<file path="src/rtl/matrix_pkg.sv">
`default_nettype none
// ============================================================================
// Module   : matrix_pkg
// Purpose  : Shared FSM states, accumulator sizing and saturation helper for
//            the matrix_mac_engine datapath.
// Revision : 1.0 - initial release
// ============================================================================
package matrix_pkg;

    typedef enum logic [1:0] {
        ST_IDLE = 2'd0,
        ST_MAC  = 2'd1,
        ST_OUT  = 2'd2,
        ST_FIN  = 2'd3
    } mac_state_t;

    localparam int C_DEF_DATA_WIDTH = 8;
    localparam int C_DEF_N          = 3;

    // Headroom of $clog2(N) bits lets N full-precision products sum without wrap.
    function automatic int acc_width(input int data_width, input int n);
        return 2 * data_width + $clog2(n);
    endfunction

    function automatic logic signed [63:0] sat_max(input int width);
        return (64'sd1 <<< (width - 1)) - 64'sd1;
    endfunction

    function automatic logic signed [63:0] sat_min(input int width);
        return -(64'sd1 <<< (width - 1));
    endfunction

    localparam int                 C_ACC_WIDTH = acc_width(C_DEF_DATA_WIDTH, C_DEF_N);
    localparam logic signed [63:0] C_SAT_MAX   = sat_max(2 * C_DEF_DATA_WIDTH);
    localparam logic signed [63:0] C_SAT_MIN   = sat_min(2 * C_DEF_DATA_WIDTH);

    // Operates on a sign-extended 64-bit copy; caller keeps the low res_width bits.
    function automatic logic signed [63:0] saturate(input logic signed [63:0] acc,
                                                    input int                 res_width);
        logic signed [63:0] hi;
        logic signed [63:0] lo;
        hi = sat_max(res_width);
        lo = sat_min(res_width);
        if (acc > hi) begin
            return hi;
        end else if (acc < lo) begin
            return lo;
        end
        return acc;
    endfunction

endpackage
`default_nettype wire

</file>
<file path="src/rtl/mac_unit.sv">
`default_nettype none
// ============================================================================
// Module   : mac_unit
// Purpose  : Signed multiply-accumulate register with clear, enable and a
//            saturated result view.
// Revision : 1.0 - initial release
// ============================================================================
module mac_unit
    import matrix_pkg::*;
#(
    parameter int DATA_WIDTH = C_DEF_DATA_WIDTH,
    parameter int ACC_WIDTH  = C_ACC_WIDTH
) (
    input  logic                          clk,
    input  logic                          rst_n,
    input  logic                          clr,
    input  logic                          en,
    input  logic signed [DATA_WIDTH-1:0]  a,
    input  logic signed [DATA_WIDTH-1:0]  b,
    output logic signed [2*DATA_WIDTH-1:0] result
);

    logic signed [2*DATA_WIDTH-1:0] prod;
    logic signed [ACC_WIDTH-1:0]    acc_d;
    logic signed [ACC_WIDTH-1:0]    acc_q;
    logic signed [63:0]             acc_ext;
    logic signed [63:0]             acc_sat;

    // Clear has priority so a new element never inherits a stale sum.
    always_comb begin
        prod  = (2*DATA_WIDTH)'(a) * (2*DATA_WIDTH)'(b);
        acc_d = acc_q;
        if (clr) begin
            acc_d = '0;
        end else if (en) begin
            acc_d = acc_q + ACC_WIDTH'(prod);
        end
    end

    always_comb begin
        acc_ext = 64'(acc_q);
        acc_sat = saturate(acc_ext, 2 * DATA_WIDTH);
        result  = acc_sat[2*DATA_WIDTH-1:0];
    end

    always_ff @(posedge clk or negedge rst_n) begin
        if (!rst_n) begin
            acc_q <= '0;
        end else begin
            acc_q <= acc_d;
        end
    end

endmodule
`default_nettype wire

</file>
<file path="src/rtl/matrix_mac_engine.sv">
`default_nettype none
// ============================================================================
// Module   : matrix_mac_engine
// Purpose  : Sequential signed C = A x B with one MAC, streaming C row-major
//            over a valid/ready handshake.
// Revision : 1.0 - initial release
// ============================================================================
module matrix_mac_engine
    import matrix_pkg::*;
#(
    parameter int M          = 3,
    parameter int N          = 3,
    parameter int P          = 3,
    parameter int DATA_WIDTH = 8
) (
    input  logic                           clk,
    input  logic                           rst_n,
    input  logic                           a_wen,
    input  logic [$clog2(M*N)-1:0]         a_addr,
    input  logic signed [DATA_WIDTH-1:0]   a_data,
    input  logic                           b_wen,
    input  logic [$clog2(N*P)-1:0]         b_addr,
    input  logic signed [DATA_WIDTH-1:0]   b_data,
    input  logic                           start,
    input  logic                           matrix_ready,
    output logic signed [2*DATA_WIDTH-1:0] matrix_result,
    output logic                           matrix_valid,
    output logic [$clog2(M)-1:0]           result_row,
    output logic [$clog2(P)-1:0]           result_col,
    output logic                           busy,
    output logic                           done
);

    localparam int ACC_W = acc_width(DATA_WIDTH, N);
    localparam int A_AW  = $clog2(M*N);
    localparam int B_AW  = $clog2(N*P);
    localparam int RW    = $clog2(M);
    localparam int CW    = $clog2(P);
    localparam int KW    = $clog2(N);

    mac_state_t state_q, state_d;

    logic signed [DATA_WIDTH-1:0] a_mem_q [M*N];
    logic signed [DATA_WIDTH-1:0] a_mem_d [M*N];
    logic signed [DATA_WIDTH-1:0] b_mem_q [N*P];
    logic signed [DATA_WIDTH-1:0] b_mem_d [N*P];

    logic [RW-1:0] row_q, row_d;
    logic [CW-1:0] col_q, col_d;
    logic [KW-1:0] k_q,   k_d;

    logic                         mac_clr;
    logic                         mac_en;
    logic [A_AW-1:0]              a_rd_idx;
    logic [B_AW-1:0]              b_rd_idx;
    logic signed [DATA_WIDTH-1:0] mac_a;
    logic signed [DATA_WIDTH-1:0] mac_b;
    logic                         last_elem;

    // Storage is writable only while idle; stray addresses are dropped.
    always_comb begin
        a_mem_d = a_mem_q;
        b_mem_d = b_mem_q;
        if (state_q == ST_IDLE) begin
            if (a_wen && (int'(a_addr) < M*N)) begin
                a_mem_d[a_addr] = a_data;
            end
            if (b_wen && (int'(b_addr) < N*P)) begin
                b_mem_d[b_addr] = b_data;
            end
        end
    end

    always_comb begin
        a_rd_idx = A_AW'(int'(row_q) * N + int'(k_q));
        b_rd_idx = B_AW'(int'(k_q) * P + int'(col_q));
        mac_a    = a_mem_q[a_rd_idx];
        mac_b    = b_mem_q[b_rd_idx];
    end

    always_comb begin
        state_d   = state_q;
        row_d     = row_q;
        col_d     = col_q;
        k_d       = k_q;
        mac_clr   = 1'b0;
        mac_en    = 1'b0;
        last_elem = (row_q == RW'(M-1)) && (col_q == CW'(P-1));
        case (state_q)
            ST_IDLE: begin
                mac_clr = 1'b1;
                row_d   = '0;
                col_d   = '0;
                k_d     = '0;
                if (start) begin
                    state_d = ST_MAC;
                end
            end
            ST_MAC: begin
                mac_en = 1'b1;
                if (k_q == KW'(N-1)) begin
                    state_d = ST_OUT;
                end else begin
                    k_d = k_q + 1'b1;
                end
            end
            ST_OUT: begin
                // Accumulator and tags stay frozen until the element is taken.
                if (matrix_ready) begin
                    if (last_elem) begin
                        state_d = ST_FIN;
                    end else begin
                        mac_clr = 1'b1;
                        k_d     = '0;
                        state_d = ST_MAC;
                        if (col_q == CW'(P-1)) begin
                            col_d = '0;
                            row_d = row_q + 1'b1;
                        end else begin
                            col_d = col_q + 1'b1;
                        end
                    end
                end
            end
            ST_FIN: begin
                state_d = ST_IDLE;
            end
            default: begin
                state_d = ST_IDLE;
            end
        endcase
    end

    always_ff @(posedge clk or negedge rst_n) begin
        if (!rst_n) begin
            state_q <= ST_IDLE;
            row_q   <= '0;
            col_q   <= '0;
            k_q     <= '0;
            for (int i = 0; i < M*N; i++) begin
                a_mem_q[i] <= '0;
            end
            for (int i = 0; i < N*P; i++) begin
                b_mem_q[i] <= '0;
            end
        end else begin
            state_q <= state_d;
            row_q   <= row_d;
            col_q   <= col_d;
            k_q     <= k_d;
            a_mem_q <= a_mem_d;
            b_mem_q <= b_mem_d;
        end
    end

    mac_unit #(
        .DATA_WIDTH (DATA_WIDTH),
        .ACC_WIDTH  (ACC_W)
    ) u_mac (
        .clk    (clk),
        .rst_n  (rst_n),
        .clr    (mac_clr),
        .en     (mac_en),
        .a      (mac_a),
        .b      (mac_b),
        .result (matrix_result)
    );

    assign matrix_valid = (state_q == ST_OUT);
    assign busy         = (state_q != ST_IDLE);
    assign done         = (state_q == ST_FIN);
    assign result_row   = row_q;
    assign result_col   = col_q;

endmodule
`default_nettype wire
</file>
<file path="config.mk">
export PLATFORM = sky130hd
export DESIGN_NAME = matrix_mac_engine
export DESIGN_NICKNAME = d
export VERILOG_FILES = /design/src/rtl/matrix_pkg.sv /design/src/rtl/mac_unit.sv /design/src/rtl/matrix_mac_engine.sv
export SDC_FILE = /design/constraint.sdc
export NUM_CORES = 1
export LEC_CHECK = 0
export BUFFER_PORTS_ARGS = -buffer_cell sky130_fd_sc_hd__clkbuf_2
export CELL_PAD_IN_SITES_DETAIL_PLACEMENT = 1
export CELL_PAD_IN_SITES_GLOBAL_PLACEMENT = 1
export CORE_ASPECT_RATIO = 1.25
export CORE_MARGIN = 3
export CORE_UTILIZATION = 40
export CTS_CLUSTER_DIAMETER = 60
export CTS_CLUSTER_SIZE = 20
export DETAILED_ROUTE_END_ITERATION = 8
export GPL_TIMING_DRIVEN = 0
export PLACE_DENSITY_LB_ADDON = 0.2
export SLEW_MARGIN = 40
export SYNTH_ARGS = -nofsm -noshare
export SYNTH_HDL_FRONTEND = slang
export SYNTH_SLANG_ARGS = --single-unit
export TNS_END_PERCENT = 50
</file>
<file path="constraint.sdc">
create_clock -name clk -period 22 [get_ports clk]
set_input_delay 3.3 -clock clk [delete_from_list [all_inputs] [get_ports clk]]
set_output_delay 3.3 -clock clk [all_outputs]
set_load 0.02 [all_outputs]
</file>
==> results of run 1 <==
==> final timing paths <==
| path | startpoint | end | slack [ps] |
|---|---|---|---|
| max | result_col[1]$_DFFE_PN0P_ | u_mac.acc_q[17]$_DFFE_PN0P_ | 13360 |
| min | u_mac.acc_q[6]$_DFFE_PN0P_ | u_mac.acc_q[6]$_DFFE_PN0P_ | 480 |
| max reg2reg | result_col[1]$_DFFE_PN0P_ | u_mac.acc_q[17]$_DFFE_PN0P_ | 13360 |
| min reg2reg | u_mac.acc_q[6]$_DFFE_PN0P_ | u_mac.acc_q[6]$_DFFE_PN0P_ | 480 |
| max in group asynchronous | rst_n | b_mem_q[2]$_DFFE_PN0P_ | 18500 |
| min in group asynchronous | rst_n | u_mac.acc_q[2]$_DFFE_PN0P_ | 2810 |
==> per-layer routing <==
| metal | track usage | up-vias | routed length, um |
|---|---|---|---|
| met5 | 0 | - | 0 |
| met1 | 0.2431 | 3815 | 12140 |
| met4 | 0.04920 | 0 | 386 |
| met3 | 0.02517 | 26 | 635 |
| li1 | - | 3380 | - |
| met2 | 0.3197 | 80 | 13890 |
==> critical path, cell delays in order (launching register included) <==
cell and delay [ps]:
dfrtp_1 450, fa_1 560, ha_1 160, fa_1 160
clkbuf_1 530, nor4b_4 770, nand2_1 110, o21ai_1 320
inv_1 220, nor2_2 590, inv_1 150, fa_1 560
inv_1 60, fa_1 530, fa_1 450, fa_1 580
fa_1 430, ha_1 350, o211ai_1 100, o21ai_0 430
o22ai_1 230, o41ai_1 490, xnor2_1 170, o21ai_0 90
==> sequential cells by signal, indices dropped and copies added, names as in the netlist <==
| register | count |
|---|---|
| a_mem_q | 72 |
| b_mem_q | 72 |
| u_mac.acc_q | 18 |
| k_q | 2 |
| result_col | 2 |
| result_row | 2 |
| state_q | 2 |
==> per-stage QoR <==
stage / util / std cells
after floorplan: - / 951
after CTS: 0.4589 / 1384
after detailed placement: 0.4368 / 1353
after global placement: 0.4338 / 1351
after global routing: 0.4593 / 1384
final: 0.4593 / 1384
==> final cells by class <==
| class | instances | area share |
|---|---|---|
| clock inverters | 12 | 0.01279 |
| flip-flops and latches | 170 | 0.3319 |
| multi-input cells | 641 | 0.5186 |
| well taps | 350 | 0.03417 |
| clock buffers | 19 | 0.03534 |
| plain buffers | 32 | 0.01103 |
| repair buffers | 52 | 0.02450 |
| inverters | 108 | 0.03163 |
==> kinds of logic after synthesis <==
family,Yosys count,synth area share
AO/OA/AOI/OAI,94,0.05402
XOR/XNOR,14,0.01074
AND/OR/NAND/NOR,206,0.09259
buffers and inverters,140,0.04767
multiplexers,195,0.2219
flip-flops,170,0.3726
adder cells (fa/ha/maj),132,0.2005
==> Yosys cell counts, types with 8 or more instances <==
cell,n,share of area
a21oi_1,22,0.0096
a21oi_2,9,0.0069
clkbuf_1,20,0.0066
dfrtp_1,170,0.37
fa_1,85,0.15
ha_1,47,0.052
inv_1,107,0.035
mux2_2,145,0.14
mux2i_1,18,0.016
mux4_2,32,0.063
nand2_1,38,0.012
nand2b_1,13,0.0071
nand3_1,8,0.0035
nor2_1,90,0.030
nor2b_1,18,0.0099
o21ai_0,19,0.0083
xnor2_1,8,0.0061
==> flow_metrics.tcl, run 1 <==
set metrics [dict create \
    final_cell_mix "dfrtp_1 (170), mux2_2 (145), inv_1 (107), nor2_1 (87), fa_1 (85)" \
    drt_iter0_drc 255 \
    max_slew.worst_pin.slew_ps 836.1 \
    post-route-min-period_ps 8635 \
    hold_class "flip-flop to flip-flop" \
    stdcell_area_um2 12820 \
    max_freq_ghz 0.1158 \
    cts_buffers 17 \
    cp-end-kind "flip-flop" \
    io_pins 53 \
    clk_latency_ps 430 \
    grt_pass1_wl_mm 43.73 \
    cts_tree "done" \
    fp.dieH_um 194.9 \
    rows 68 \
    fill_cells 2985 \
    antennaDiodeCount 0 \
    slew_headroom 0.4367 \
    port_buffers 50 \
    vias 7301 \
    cp.required_ps 22290 \
    grt_usage 0.1846 \
    synthCells 951 \
    post_drt_wl_per_cell_um 19.55 \
    initial_core_util 0.4092 \
    htreeDepth 4 \
    drt_wl_total_mm 27.06 \
    synth_area_per_cell_um2 12.01 \
    cts_hold_buf 0 \
    dieArea_um2 30620 \
    worstPathArrival_ps 8930 \
    cts.sinks 170 \
    synth_nets 1113 \
    critPathLaunchType "flip-flop" \
    clockBufferDepth 2 \
    via_per_inst 5.275 \
    ys_seq_elements 170 \
    ys_seq_area_frac 0.3726 \
    cts-root-buf "clkbuf_16" \
    drcViolationCount 0 \
    setup_viol 0 \
    synthArstFlopShare 1.000 \
    post-place-ws_ps 13290 \
    rsz0062_at_grt "false" \
    crit_fanout 11 \
    drive_gt1_frac 0.2911 \
    antenna_found_initial 0 \
    dp_hpwl_mm 19.97 \
    status "finished clean" \
    multi_input_comb_area_um2 6648 \
    layout_commonest_cell "dfrtp_1" \
    area_growth_pct 12.25 \
    cts-resized-gates 0 \
    hold-worst-slack_ps 479.7 \
    ant_nets 0 \
    netlist_area_um2 11420 \
    dpl_cell_area_um2 12190 \
    fp.dieW_um 157.1 \
    ys_types 55 \
    min_path_cells 2 \
    nets 1184 \
    grt_max_degree 69 \
    timing.final.crit_share 0.3925 \
    critPathKind "flip-flop to flip-flop" \
    gp_congestion 0.7792 \
    seq_area_um2 4254 \
    coreArea_um2 27910 \
    dr.pass1.iters 4 \
    maxCapViolations 0 \
    fin_tns_setup_ps 0 \
    synth-main-ff-cell "dfrtp_1" \
    worst_slack_ps 13360 \
    skew_ps 12.06 \
    ys_warn_count 0 \
    cts_setup_buffers 0 \
    grt.overflow.total 0 \
    cts.clk_slew.worst_paths_ps 70 \
    grt_pass1_vias 8030 \
    maxSlewViolCount 0 \
    reg2reg_depth 23 \
    synth-edff-count 0 \
    finalHoldViolCount 0 \
]
Power of run 1 is not shown: default switching activity piles up to over one toggle a cycle in this logic, so the estimate is an artifact.
==> run 2: changes to the inputs <==
Clock period 22 ns to 8.44 ns, I/O delays scaled along.
==> flow_metrics.tcl, run 2 (synthesis results as in run 1) <==
set metrics [dict create \
    status "finished clean" \
    crit_fanout 10 \
    initial_core_util 0.4092 \
    clockBufferDepth 2 \
    cts.sinks 170 \
    crit_path_cell_trace "fa_1 > ha_1 > fa_1 > buf_2 > mux4_2 > mux2i_1 > nor2_1 > a21oi_4 > nor2_1 > fa_1 > inv_1 > fa_1 > inv_1 > fa_1 > fa_1 > fa_1 > ha_1 > o211ai_1 > o21ai_1 > o22ai_1 > o41ai_1 > xnor2_1 > o21ai_0" \
    grt.overflow.total 0 \
    fp.dieH_um 194.9 \
    antennaDiodeCount 0 \
    critPathKind "flip-flop to flip-flop" \
    setup_viol 0 \
    final_cell_mix "dfrtp_1 (170), mux2_2 (145), inv_1 (107), nor2_1 (87), fa_1 (85)" \
    cts.clk_slew.worst_paths_ps 70 \
    io_pins 53 \
    cp_slowest_cell "fa_1" \
    grt_pass1_wl_mm 43.90 \
    post-route-min-period_ps 7921 \
    maxCapViolations 0 \
    drt_wl_total_mm 27.12 \
    port_buffers 50 \
    post-place-ws_ps -267.8 \
    drcViolationCount 0 \
    htreeDepth 4 \
    grt_usage 0.1853 \
    worstPathArrival_ps 8210 \
    dieArea_um2 30620 \
    drive_gt1_frac 0.2960 \
    fp.dieW_um 157.1 \
    worst_slack_ps 519.5 \
    finalHoldViolCount 0 \
    rsz0062_at_grt "false" \
    cp.required_ps 8730 \
    layout_commonest_cell "dfrtp_1" \
    vias 7298 \
    rows 68 \
    cts-root-buf "clkbuf_16" \
    slew_headroom 0.5418 \
    max_freq_ghz 0.1263 \
    maxSlewViolCount 0 \
    cts_hold_buf 0 \
    clk_latency_ps 430 \
    drt_iter0_drc 324 \
    via_per_inst 5.262 \
    ant_nets 0 \
    multi_input_comb_area_um2 6688 \
    cp-end-kind "flip-flop" \
    grt_pass1_vias 8037 \
    fill_cells 2976 \
    hold_class "flip-flop to flip-flop" \
    max_slew.worst_pin.slew_ps 682.7 \
    area_growth_pct 12.83 \
    max_stage_delay_ps 780 \
    path_common_cell "fa_1" \
    skew_ps 15.29 \
    reg_top3 "a_mem_q: 72 flops, b_mem_q: 72 flops, u_mac.acc_q: 18 flops" \
    dr.pass1.iters 4 \
    cts_tree "done" \
    timing.final.crit_share 0.9385 \
    grt_max_degree 69 \
    dp_hpwl_mm 19.97 \
    seq_area_um2 4254 \
    gp_congestion 0.7792 \
    nets 1187 \
    antenna_found_initial 0 \
    critPathLaunchType "flip-flop" \
    coreArea_um2 27910 \
    post_drt_wl_per_cell_um 19.55 \
    cts_buffers 17 \
]
-- run 2: changes by cell type in the layout (fill, tap and decap cells not counted), moves of 2 or more --
cell,change
o21ai_0,-2
a21oi_2,-2
buf_4,+4
a21oi_4,+3
-- run 2: per-stage QoR --
stage / instances / utilization / instance area (um^2) / setup TNS, ps / hold slack (ps)
2_1_floorplan: 951 / - / 11420 / 0 / 449.8
3_3_place_gp: 1351 / 0.4338 / 12110 / -1530 / 463.9
3_5_place_dp: 1353 / 0.4368 / 12190 / -443.2 / 469.9
4_1_cts: 1388 / 0.4604 / 12850 / 0 / 485.8
5_1_grt: 1387 / 0.4617 / 12880 / 0 / 520.3
6_report: 1387 / 0.4617 / 12880 / 0 / 479.2
-- run 2: worst max-delay path: cells and delay by family, from the launching register on --
kind / cells / cell delay (ps)
multiplexers: 2 / 520
adder cells (fa/ha/maj): 9 / 4390
buffers and inverters: 3 / 510
flip-flops: 1 / 470
AO/OA/AOI/OAI: 6 / 1500
XOR/XNOR: 1 / 170
AND/OR/NAND/NOR: 2 / 200
-- run 2: path summary, 6_finish.rpt --
| path | end | from | depth (start not counted) | slack (ps) |
|---|---|---|---|---|
| worst max-delay path | u_mac.acc_q[17]$_DFFE_PN0P_ | result_row[1]$_DFFE_PN0P_ | 23 | 520 |
| worst min-delay path | u_mac.acc_q[6]$_DFFE_PN0P_ | u_mac.acc_q[6]$_DFFE_PN0P_ | 2 | 480 |
| worst max register to register | u_mac.acc_q[17]$_DFFE_PN0P_ | result_row[1]$_DFFE_PN0P_ | 23 | 520 |
| worst min register to register | u_mac.acc_q[6]$_DFFE_PN0P_ | u_mac.acc_q[6]$_DFFE_PN0P_ | 2 | 480 |
| max in group asynchronous | b_mem_q[2]$_DFFE_PN0P_ | rst_n | 2 | 6970 |
| min in group asynchronous | u_mac.acc_q[2]$_DFFE_PN0P_ | rst_n | 1 | 780 |
-- run 2: metal layers --
metal / vias up / share of wire / GRT usage
met1: 3810 / 0.45 / 0.2444
met3: 18 / 0.022 / 0.02450
li1: 3387 / - / -
met5: - / 0 / 0
met4: 0 / 0.011 / 0.04405
met2: 83 / 0.52 / 0.3237
-- run 2: timing repair --
item	4_1_cts	5_1_grt
resized for setup	2	7
pin swaps	1	0
setup endpoints to repair	3	3
buffers inserted	4	0
-- run 2: final cells by class --
class	instances	area share
clock inverter	12	0.01272
timing repair buffer	56	0.02671
buffer	31	0.01068
multi-input combinational	641	0.5191
inverter	108	0.03147
clock buffer	19	0.03516
tap	350	0.03399
sequential	170	0.3302
Power of run 2 is left out for the same reason.
==> run 3: changes to the inputs <==
Settings changed: CORE_MARGIN 3 to 2.
==> flow_metrics.tcl, run 3 (synthesis results as in run 1) <==
set metrics [dict create \
    status "finished clean" \
    fp.dieH_um 192.9 \
    reg_top3 "a_mem_q: 72 flops, b_mem_q: 72 flops, u_mac.acc_q: 18 flops" \
    area_growth_pct 13.01 \
    cp-end-kind "flip-flop" \
    io_pins 53 \
    crit_fanout 10 \
    cts-root-buf "clkbuf_16" \
    max_freq_ghz 0.1245 \
    coreArea_um2 28230 \
    drt_iter0_drc 262 \
    grt_usage 0.1990 \
    grt_pass1_vias 8339 \
    timing.rr.end "u_mac.acc_q[17]$_DFFE_PN0P_" \
    hold_class "flip-flop to flip-flop" \
    ant_nets 0 \
    dp_hpwl_mm 20.29 \
    cp.required_ps 8750 \
    timing.final.crit_share 0.9515 \
    cts_tree "done" \
    drcViolationCount 0 \
    dpl_cell_area_um2 12230 \
    cts_hold_buf 0 \
    gp_congestion 0.7816 \
    layout_commonest_cell "dfrtp_1" \
    antenna_found_initial 1 \
    stdcell_area_um2 12900 \
    port_buffers 50 \
    grt.overflow.total 0 \
    hold-worst-slack_ps 486.7 \
    fp.dieW_um 155.1 \
    startpoint "result_row[1]$_DFFE_PN0P_" \
    finalHoldViolCount 0 \
    via_per_inst 5.278 \
    cts.clk_slew.worst_paths_ps 80 \
    final_cell_mix "dfrtp_1 (170), mux2_2 (145), inv_1 (107), nor2_1 (86), fa_1 (85)" \
    critPathLaunchType "flip-flop" \
    cts.sinks 170 \
    worstPathArrival_ps 8340 \
    maxSlewViolCount 0 \
    r2r_slack_ps 410 \
    initial_core_util 0.4045 \
    grt_pass1_wl_mm 45.46 \
    rows 69 \
    reg2reg_depth 23 \
    clockBufferDepth 2 \
    drive_gt1_frac 0.2996 \
    post-route-min-period_ps 8030 \
    skew_ps 11.71 \
    fill_cells 3004 \
    rsz0062_at_grt "false" \
    post_drt_wl_per_cell_um 19.50 \
    multi_input_comb_area_um2 6713 \
    max_slew.worst_pin.slew_ps 675.3 \
    r2r-start "result_row[1]$_DFFE_PN0P_" \
    slew_headroom 0.5498 \
    vias 7358 \
    critPathKind "flip-flop to flip-flop" \
    endpoint "u_mac.acc_q[17]$_DFFE_PN0P_" \
    clk_latency_ps 450 \
    drt_wl_total_mm 27.18 \
    cts_buffers 17 \
    grt_max_degree 66 \
    maxCapViolations 0 \
    htreeDepth 4 \
    dr.pass1.iters 4 \
    dieArea_um2 29920 \
    setup_viol 0 \
    nets 1187 \
    seq_area_um2 4254 \
]
[run 3: repair_timing]
| action | CTS | global route |
|---|---|---|
| pin swaps | 1 | 1 |
| setup endpoints to repair | 3 | 3 |
| gates resized for setup | 2 | 10 |
| cloned | 0 | 0 |
| setup buffers | 3 | 0 |
[run 3: through the flow]
stage,cells,setup WS [ps],TNS (ps),util
2_1_floorplan,951,803.6,0,-
6_report,1394,409.6,0,0.4571
5_1_grt,1393,1.104,0,0.4570
3_5_place_dp,1359,-227.9,-461.1,0.4332
4_1_cts,1394,61.49,0,0.4550
3_3_place_gp,1356,-425.3,-1271,0.4291
[run 3: worst min path at each step]
stage               cells after the start  slack, ps                         end                  startpoint
global placement                        2        460  u_mac.acc_q[5]$_DFFE_PN0P_  u_mac.acc_q[5]$_DFFE_PN0P_
finish                                  2        490  u_mac.acc_q[6]$_DFFE_PN0P_  u_mac.acc_q[6]$_DFFE_PN0P_
floorplan                               2        450  u_mac.acc_q[5]$_DFFE_PN0P_  u_mac.acc_q[5]$_DFFE_PN0P_
detailed placement                      2        470  u_mac.acc_q[6]$_DFFE_PN0P_  u_mac.acc_q[6]$_DFFE_PN0P_
global route                            1        520     a_mem_q[24]$_DFFE_PN0P_     a_mem_q[24]$_DFFE_PN0P_
CTS                                     2        490  u_mac.acc_q[6]$_DFFE_PN0P_  u_mac.acc_q[6]$_DFFE_PN0P_
[run 3: area by class of cell]
class	instances	share of cell area
Clock inverter	15	0.01222
Multi-Input combinational cell	641	0.5202
Clock buffer	17	0.03297
Inverter	108	0.03142
Timing Repair Buffer	56	0.02822
Tap cell	355	0.03442
Sequential cell	170	0.3297
Buffer	31	0.01067
Antenna cell	1	0.0001939
[run 3: worst max-delay path: stages (launching register included)]
cell and delay [ps]:
dfrtp_1 470, fa_1 500, ha_1 220, fa_1 780
buf_2 410, mux4_2 360, mux2i_1 160, nor2_1 90
a21oi_4 330, nor2_1 110, fa_1 550, inv_1 50
fa_1 470, inv_1 50, fa_1 520, fa_1 600
fa_1 420, ha_1 340, o211ai_1 90, o21ai_0 440
o22ai_1 240, o41ai_1 450, xnor2_1 160, o21ai_0 80
[run 3: layer usage]
layer,vias to the layer above,track usage,share of wire
met2,88,0.3494,0.52
met1,3847,0.2546,0.44
met5,-,0,0
met3,33,0.02874,0.024
li1,3390,-,-
met4,0,0.06375,0.019
Power of run 3 is left out for the same reason.
